[src/rtl/ifu_prefetch.sv]
// Prefetching instruction fetch unit: pipelined word fetches into an in-order FIFO,
// stalls after control flow and resumes on a BU redirect. Option: IFU_JUMP_STALL_EN.
package ifu_prefetch_pkg;
  typedef enum logic [2:0] {
    FU_ALU = 3'd0,
    FU_BU  = 3'd1,
    FU_LSU = 3'd2,
    FU_MUL = 3'd3,
    FU_DIV = 3'd4
  } e_functional_unit;
endpackage

module ifu_prefetch
  import ifu_prefetch_pkg::*;
#(
  parameter int unsigned ADDRESS_WIDTH = 64,
  parameter int unsigned FETCH_DEPTH = 4,
  parameter logic [ADDRESS_WIDTH-1:0] RESET_PC = '0
) (
  input  logic                     clk,
  input  logic                     rst_n,
  output logic                     req_valid_o,
  output logic [ADDRESS_WIDTH-1:0] req_addr_o,
  input  logic                     req_ready_i,
  input  logic                     resp_valid_i,
  input  logic [31:0]              resp_data_i,
  input  logic                     instruction_poll_i,
  output logic                     fetch_ready_o,
  output logic [31:0]              fetch_insn_o,
  output logic [ADDRESS_WIDTH-1:0] fetch_pc_o,
  input  logic                     bcast_valid_i,
  input  logic [ADDRESS_WIDTH-1:0] bcast_value_i,
  input  e_functional_unit         bcast_rs_i
);

  localparam int unsigned PW = $clog2(FETCH_DEPTH);
  localparam int unsigned CW = PW + 1;
  localparam logic [CW:0] DEPTH_V = (CW+1)'(FETCH_DEPTH);
  localparam logic [ADDRESS_WIDTH-1:0] WORD_STEP = ADDRESS_WIDTH'(4);

  typedef enum logic {S_RUN, S_WAIT} state_t;

  state_t                   state_q, state_d;
  logic [ADDRESS_WIDTH-1:0] pc_q, pc_d, fifo_pc_q, fifo_pc_d;
  logic [CW-1:0]            count_q, count_d, inflight_q, inflight_d, drop_q, drop_d;
  logic [PW-1:0]            rd_q, rd_d, wr_q, wr_d;
  logic                     req_valid_q, req_valid_d, ready_q;
  logic [31:0]              insn_mem [FETCH_DEPTH];
  logic [ADDRESS_WIDTH-1:0] pc_mem   [FETCH_DEPTH];

  logic                     redirect, issue, accept, pop, cf_hit;
  logic [ADDRESS_WIDTH-1:0] target;
  logic                     unused_ok;

  assign redirect  = bcast_valid_i && (bcast_rs_i == FU_BU);
  assign target    = {bcast_value_i[ADDRESS_WIDTH-1:2], 2'b00};
  assign issue     = req_valid_q && req_ready_i;
  assign accept    = resp_valid_i && !redirect && (drop_q == '0);
  assign pop       = instruction_poll_i && (count_q != '0) && !redirect;
  assign unused_ok = &{1'b0, bcast_value_i[1:0]};

  // Control-flow opcodes that stop sequential fetch
`ifdef IFU_JUMP_STALL_EN
  assign cf_hit = accept && ((resp_data_i[6:0] == 7'b1100011) ||
                             (resp_data_i[6:0] == 7'b1101111) ||
                             (resp_data_i[6:0] == 7'b1100111));
`else
  assign cf_hit = accept && (resp_data_i[6:0] == 7'b1100011);
`endif

  assign req_valid_o   = req_valid_q;
  assign req_addr_o    = pc_q;
  assign fetch_ready_o = ready_q;
  assign fetch_insn_o  = insn_mem[rd_q];
  assign fetch_pc_o    = pc_mem[rd_q];

  // Next-state: redirect overrides response/stall handling, which overrides pop/issue
  always_comb begin
    state_d    = state_q;
    pc_d       = pc_q;
    fifo_pc_d  = fifo_pc_q;
    rd_d       = rd_q;
    wr_d       = wr_q;
    drop_d     = drop_q;
    inflight_d = inflight_q + CW'(issue) - CW'(resp_valid_i);
    count_d    = count_q + CW'(accept) - CW'(pop);

    if (issue) pc_d = pc_q + WORD_STEP;
    if (resp_valid_i && (drop_q != '0)) drop_d = drop_q - CW'(1);
    if (accept) begin
      wr_d      = wr_q + PW'(1);
      fifo_pc_d = fifo_pc_q + WORD_STEP;
    end
    // Everything still outstanding after a control-flow insn is wrong-path
    if (cf_hit) begin
      state_d = S_WAIT;
      drop_d  = inflight_d;
    end
    if (pop) rd_d = rd_q + PW'(1);

    if (redirect) begin
      state_d   = S_RUN;
      pc_d      = target;
      fifo_pc_d = target;
      count_d   = '0;
      rd_d      = '0;
      wr_d      = '0;
      drop_d    = inflight_d;
    end

    req_valid_d = (state_d == S_RUN) &&
                  (({1'b0, count_d} + {1'b0, inflight_d}) < DEPTH_V);
  end

  always_ff @(posedge clk or negedge rst_n) begin
    if (!rst_n) begin
      state_q     <= S_RUN;
      pc_q        <= RESET_PC;
      fifo_pc_q   <= RESET_PC;
      count_q     <= '0;
      inflight_q  <= '0;
      drop_q      <= '0;
      rd_q        <= '0;
      wr_q        <= '0;
      req_valid_q <= 1'b0;
      ready_q     <= 1'b0;
    end else begin
      state_q     <= state_d;
      pc_q        <= pc_d;
      fifo_pc_q   <= fifo_pc_d;
      count_q     <= count_d;
      inflight_q  <= inflight_d;
      drop_q      <= drop_d;
      rd_q        <= rd_d;
      wr_q        <= wr_d;
      req_valid_q <= req_valid_d;
      ready_q     <= (count_d != '0);
    end
  end

  // FIFO storage
  always_ff @(posedge clk or negedge rst_n) begin
    if (!rst_n) begin
      for (int unsigned i = 0; i < FETCH_DEPTH; i++) begin
        insn_mem[i] <= '0;
        pc_mem[i]   <= RESET_PC;
      end
    end else if (accept) begin
      insn_mem[wr_q] <= resp_data_i;
      pc_mem[wr_q]   <= fifo_pc_q;
    end
  end

endmodule

[config.mk]
export PLATFORM = sky130hd
export DESIGN_NAME = ifu_prefetch
export DESIGN_NICKNAME = d
export VERILOG_FILES = /design/src/rtl/ifu_prefetch.sv
export SDC_FILE = /design/constraint.sdc
export NUM_CORES = 1
export LEC_CHECK = 0
export CAP_MARGIN = 10
export CORE_AREA = 2 2 205 207
export DETAILED_ROUTE_END_ITERATION = 10
export DIE_AREA = 0 0 207 209
export GPL_ROUTABILITY_DRIVEN = 0
export PLACE_DENSITY = 0.9
export SLEW_MARGIN = 30
export SYNTH_ARGS = -nofsm -noshare
export SYNTH_HDL_FRONTEND = slang
export SYNTH_SLANG_ARGS = --single-unit
[constraint.sdc]
create_clock -name clk -period 5.02 [get_ports clk]
set_clock_uncertainty 0.05 [all_clocks]
set_input_delay 0.502 -clock clk [delete_from_list [all_inputs] [get_ports clk]]
set_output_delay 0.502 -clock clk [all_outputs]
set_load 0.1 [all_outputs]
# == Word-level counts from Yosys, hierarchy flattened ==
# Cells that the tools add are included.
# totals
register_bits,528
output_inout_bits,162
elab_cells,82
# op_classes
bitwise_logic,3
n_mux,26
n_eq_ne,2
n_addsub,10
order_cmp,4
n_reduce_logical,19
# op_table
cell,n
2-to-1 mux 64 bit,7
bitwise mux 256 bit,1
adder 64 x 3 -> 64 bit (second input constant),2
binary-select mux 64 bit (select 2 bit),1
bitwise mux 128 bit,1
demux 64 bit (select 2 bit),1
2-to-1 mux 32 bit,3
binary-select mux 32 bit (select 2 bit),1
demux 32 bit (select 2 bit),1
2-to-1 mux 3 bit,4
nonzero test 3 bit,4
logical AND 1 bit,10
2-to-1 mux 2 bit,4
equality test 7 bit (second input constant),1
adder 3 x 1 -> 3 bit,2
greater-or-equal comparator 3 bit (second input constant),2
inverter 2 -> 3 bit,2
nonzero test 2 bit,3
subtractor 3 x 1 -> 3 bit,2
adder 2 x 1 -> 2 bit (second input constant),2
adder 3 x 3 -> 4 bit,1
less-than comparator 4 x 3 -> 1 bit (second input constant),1
equality test 3 x 1 -> 1 bit (second input constant),1
zero test 3 bit,1
5 further kinds,6

# == Logic depth before layout (Yosys ltp) ==
# depth
depth_word,11
mapped_depth,16
depth_no_buf,16

# == Worst setup path before layout ==
# Ideal clock, no wire load.
# synth_path
path_type,input -> register
startpoint,in bcast_rs_i[1]
endpoint,reg req_valid_q (netlist: req_valid_o)
path_buffers,3
path_slack_ns,1.249
t_required_ns,4.871
t_arrival_ns,3.622
stages,16
path_cell_list,nor4bb_1 clkbuf_1 clkbuf_1 clkbuf_1 nor2_1 ha_1 inv_1 ha_1 inv_1 fa_1 xor2_1 xnor2_1 nor2_1 ha_1 or3_1 a311oi_1
# synth_between
elab_chain_len,11
# synth_rtl
item,line,text
from (decl),33,input e_functional_unit bcast_rs_i
equality test 3 x 1 -> 1 bit (*),55,assign redirect = bcast_valid_i && (bcast_rs_i == FU_BU);
logical AND 1 bit (*),55,
zero test 1 bit,"58, 59",
logical AND 1 bit (2 in a row),58,assign accept = resp_valid_i && !redirect && (drop_q == '0);
adder 3 x 1 -> 3 bit,86,count_d = count_q + CW'(accept) - CW'(pop);
subtractor 3 x 1 -> 3 bit,86,
2-to-1 mux 3 bit (*),101,if (redirect) begin
named net count_d[2],45,"logic [CW-1:0] count_q, count_d, inflight_q, inflight_d, drop_q, drop_d;"
adder 3 x 3 -> 4 bit (*),112,"(({1'b0, count_d} + {1'b0, inflight_d}) < DEPTH_V);"
less-than comparator 4 x 3 -> 1 bit (*),112,
logical AND 1 bit (*),111,req_valid_d = (state_d == S_RUN) &&
named net req_valid_d,47,"logic req_valid_q, req_valid_d, ready_q;"
to (signal assigned),136,req_valid_q <= req_valid_d;
to (decl),47,
# Mark *: on every way through the listed nets, which the timed path passes. The rest lies on a longest branch.
# A chain may end at the register's enable or synchronous reset.

# == Final worst setup path ==
# layout_path
startpoint,reg rd_q[1]
endpoint,out fetch_pc_o[21]
# layout_between
elab_chain_len,4
# layout_rtl
item,line,text
from (decl),46,"logic [PW-1:0] rd_q, rd_d, wr_q, wr_d;"
from (signal assigned),134,rd_q <= rd_d;
inverter 2 -> 3 bit (implied by the code),75,assign fetch_pc_o = pc_mem[rd_q];
binary-select mux 64 bit (select 2 bit),75,
2-to-1 mux 64 bit (implied by the code) (2 in a row),75,
to (decl),30,"output logic [ADDRESS_WIDTH-1:0] fetch_pc_o,"
# No other way between the ends. The select of a mux whose other input is x is not followed.

==> results.yml <==
clocking:
  cts_buffers: 51
  postCtsSetupRepairBufs: 0
  clk_transition_reported_paths_ns: 0.06
  htree_levels: 2
  cts_tree: "done"
  clk_path_buf_depth: 3
  cts_sinks: 516
  clk_latency_ns: 0.60
  cts_root_buf: "clkbuf_16"
cells_and_area:
  fillers: 2658
  syn2layout_area_growth_pct: 19.4
  final_nets: 2210
  drive_above_1_share: 0.283
place:
  dp_slack_ns: 0.703
  port_buffers: 260
  post-dp-hpwl_um: 44000
global_routing:
  gr-total-overflow: 0
  grt_pass1_vias: 18200
  antenna_found_initial: 3
  grt_pass1_wl_um: 105000
  grt_max_degree: 126
  grt_util_all_layers: 0.310
floorplanning:
  die_y_um: 209
  die_w_um: 207
  fp-row-count: 75
  floorplan.initialDensity: 0.588
  ios: 267
  core-area_mm2: 0.0413
  die_area_mm2: 0.0433
timing:
  fin_crit_ns: 4.03
  worstMarginPinSlew_ns: 1.04
  setup_violations: 0
  fmax_mhz: 248
  fin_crit_sh: 0.804
  finalHoldViolations: 0
  fin_tns_setup_ns: 0
  rsz0062_at_grt: "false"
  slew_headroom: 0.304
  finalMaxSlewViolations: 0
  setup_slack_ns: 0.986
yosys:
  yosysUniqueCellTypes: 54
  yosysMostFrequentCell: "dfrtp_1"
  synth_area_mm2: 0.0243
  synth.largest_area_cell: "dfrtp_1"
  ys_seq_elements: 516
  avgSynthCellArea_um2: 12.9
  async_reset_ff_frac: 1.00
  synthTopCellsByArea: "dfrtp_1 53%, mux2_2 17%, mux4_2 8.7%, nor2_1 1.5%, nand4_1 1.5%"
  yosysSeqAreaShare: 0.532
  synthTopCellsByCount: "516 x dfrtp_1, 364 x mux2_2, 99 x nor2_1, 94 x mux4_2, 89 x nand2_1"
  synth_top_area_share: 0.532
  postSynthCellCount: 1877
  synth_edf_count: 0
  ys.flop_type: "dfrtp_1"
  yosysWarnings: 0
setup_path:
  end_kind: "output port"
  worstPathArrival_ns: 3.48
  critPathKind: "reg -> out"
  critPathMaxFanout: 47
  critPathRequiredTime_ns: 4.47
  cp-start-kind: "register"
power_and_ir_drop:
  p_per_area_mw_per_mm2: 757
  netSwitchingPower_uw: 10500
  intPower_uw: 11500
  vdd_drop_max_v: 0.000906
  power_frac_clock: 0.172
  swShare: 0.477
  leakage_uw: 0.0124
  pwr-share-comb: 0.510
  p_seq_frac: 0.318
route:
  vias_per_cell: 6.63
  vias: 17700
  drt-pass1-iter-count: 6
  wl_per_cell_um: 25.2
  drc_errors: 0
  drt_iter0_markers: 1803
  ant_nets: 0
  wirelength_um: 67200
min_path:
  hold_path.class: "reg -> reg"
status:
  status: "finished, final reports clean"
run:
  maxCapViolations: 0
[power by group through the flow]
stage               logic (uW)  clock network (uW)  registers, uW
CTS                      11200                3820           6930
floorplan                 8160                   0           7130
global placement         10900                   0           6760
global route             11600                3990           7140
finish                   11200                3780           6980
detailed placement       11100                   0           6940
[routing by layer]
| metal | track usage | vias to the layer above | share of wire |
|---|---|---|---|
| met2 | 0.504 | 1020 | 0.49 |
| met1 | 0.412 | 9061 | 0.38 |
| li1 | - | 7399 | - |
| met5 | 0 | - | 0.00010 |
| met4 | 0.127 | 2 | 0.041 |
| met3 | 0.0637 | 216 | 0.086 |
[final cells by class]
cell class                      count  area (um2)  share of cell area
Antenna cell                        2        5.00            0.000173
Clock buffer                       78        1470              0.0506
Clock inverter                     13         154             0.00531
Inverter                           20        75.1             0.00259
Multi-Input combinational cell   1204       10700               0.371
Sequential cell                   516       12900               0.446
Tap cell                          539         674              0.0233
Timing Repair Buffer              296        2940               0.101
[metrics by stage]
stage | instances | power [uW] | area [um2] | utilization | hold slack (ns)
global route | 2668 | 22700 | 29000 | 0.702 | 0.457
finish | 2668 | 21900 | 29000 | 0.702 | 0.428
global placement | 2573 | 17700 | 27400 | 0.664 | 0.406
CTS | 2665 | 22000 | 29000 | 0.702 | 0.428
floorplan | 1880 | 15300 | 24300 | - | 0.156
detailed placement | 2573 | 18100 | 27300 | 0.662 | 0.415
[registers in the layout, indices dropped and copies added, names as in the netlist]
signal	count
rd_q	2
state_q	1
inflight_q	3
drop_q	3
req_addr_o	62
pc_mem	248
fetch_ready_o	1
count_q	3
insn_mem	128
wr_q	2
fifo_pc_q	62
req_valid_o	1
[what timing repair did]
action | 4_1_cts | 5_1_grt
hold buffers | 1 | 0
resized for setup | 0 | 0
hold endpoints to repair | 99 | 0
[path summary, 6_finish.rpt]
path                       slack [ns]  cells past startpoint             end   startpoint
setup / recovery                 0.99                      3  fetch_pc_o[21]      rd_q[1]
hold / removal                   0.43                      2     pc_mem[107]  pc_mem[107]
setup reg to reg                 1.25                     18     req_valid_o    drop_q[0]
hold reg to reg                  0.43                      2     pc_mem[107]  pc_mem[107]
max in group asynchronous        3.22                      3    insn_mem[43]        rst_n
min in group asynchronous        0.52                      2      pc_mem[88]        rst_n
[cells by family (layout without fill, tap and decap cells)]
| family | after synthesis | count (layout) | synth area share |
|---|---|---|---|
| flops | 516 | 516 | 0.532 |
| mux | 462 | 462 | 0.258 |
| xor+xnor | 68 | 68 | 0.0245 |
| other cells | 1 | 6 | 0.000154 |
| fa+ha+maj | 16 | 16 | 0.00886 |
| buf+inv | 160 | 407 | 0.0284 |
| simple gates | 452 | 452 | 0.0981 |
| compound gates | 202 | 202 | 0.0505 |
[critical path: stages, from the launching register on]
cell	delay [ns]
dfrtp_4	1.01
buf_4	0.39
mux4_2	0.30
clkdlybuf4s50_1	1.16
[placed cells by master, fill, tap and decap left out, types with 41 or more instances in the layout]
cell type and instances:
nand4_1 57, a21oi_1 61, nand2_1 85, clkdlybuf4s50_1 245, mux4_2 94, dfrtp_1 514
nand3_1 57, mux2_2 364, o21ai_0 41, a31oi_1 44, nor2_1 99, clkbuf_16 51
Power figures use the tool's default switching activity.
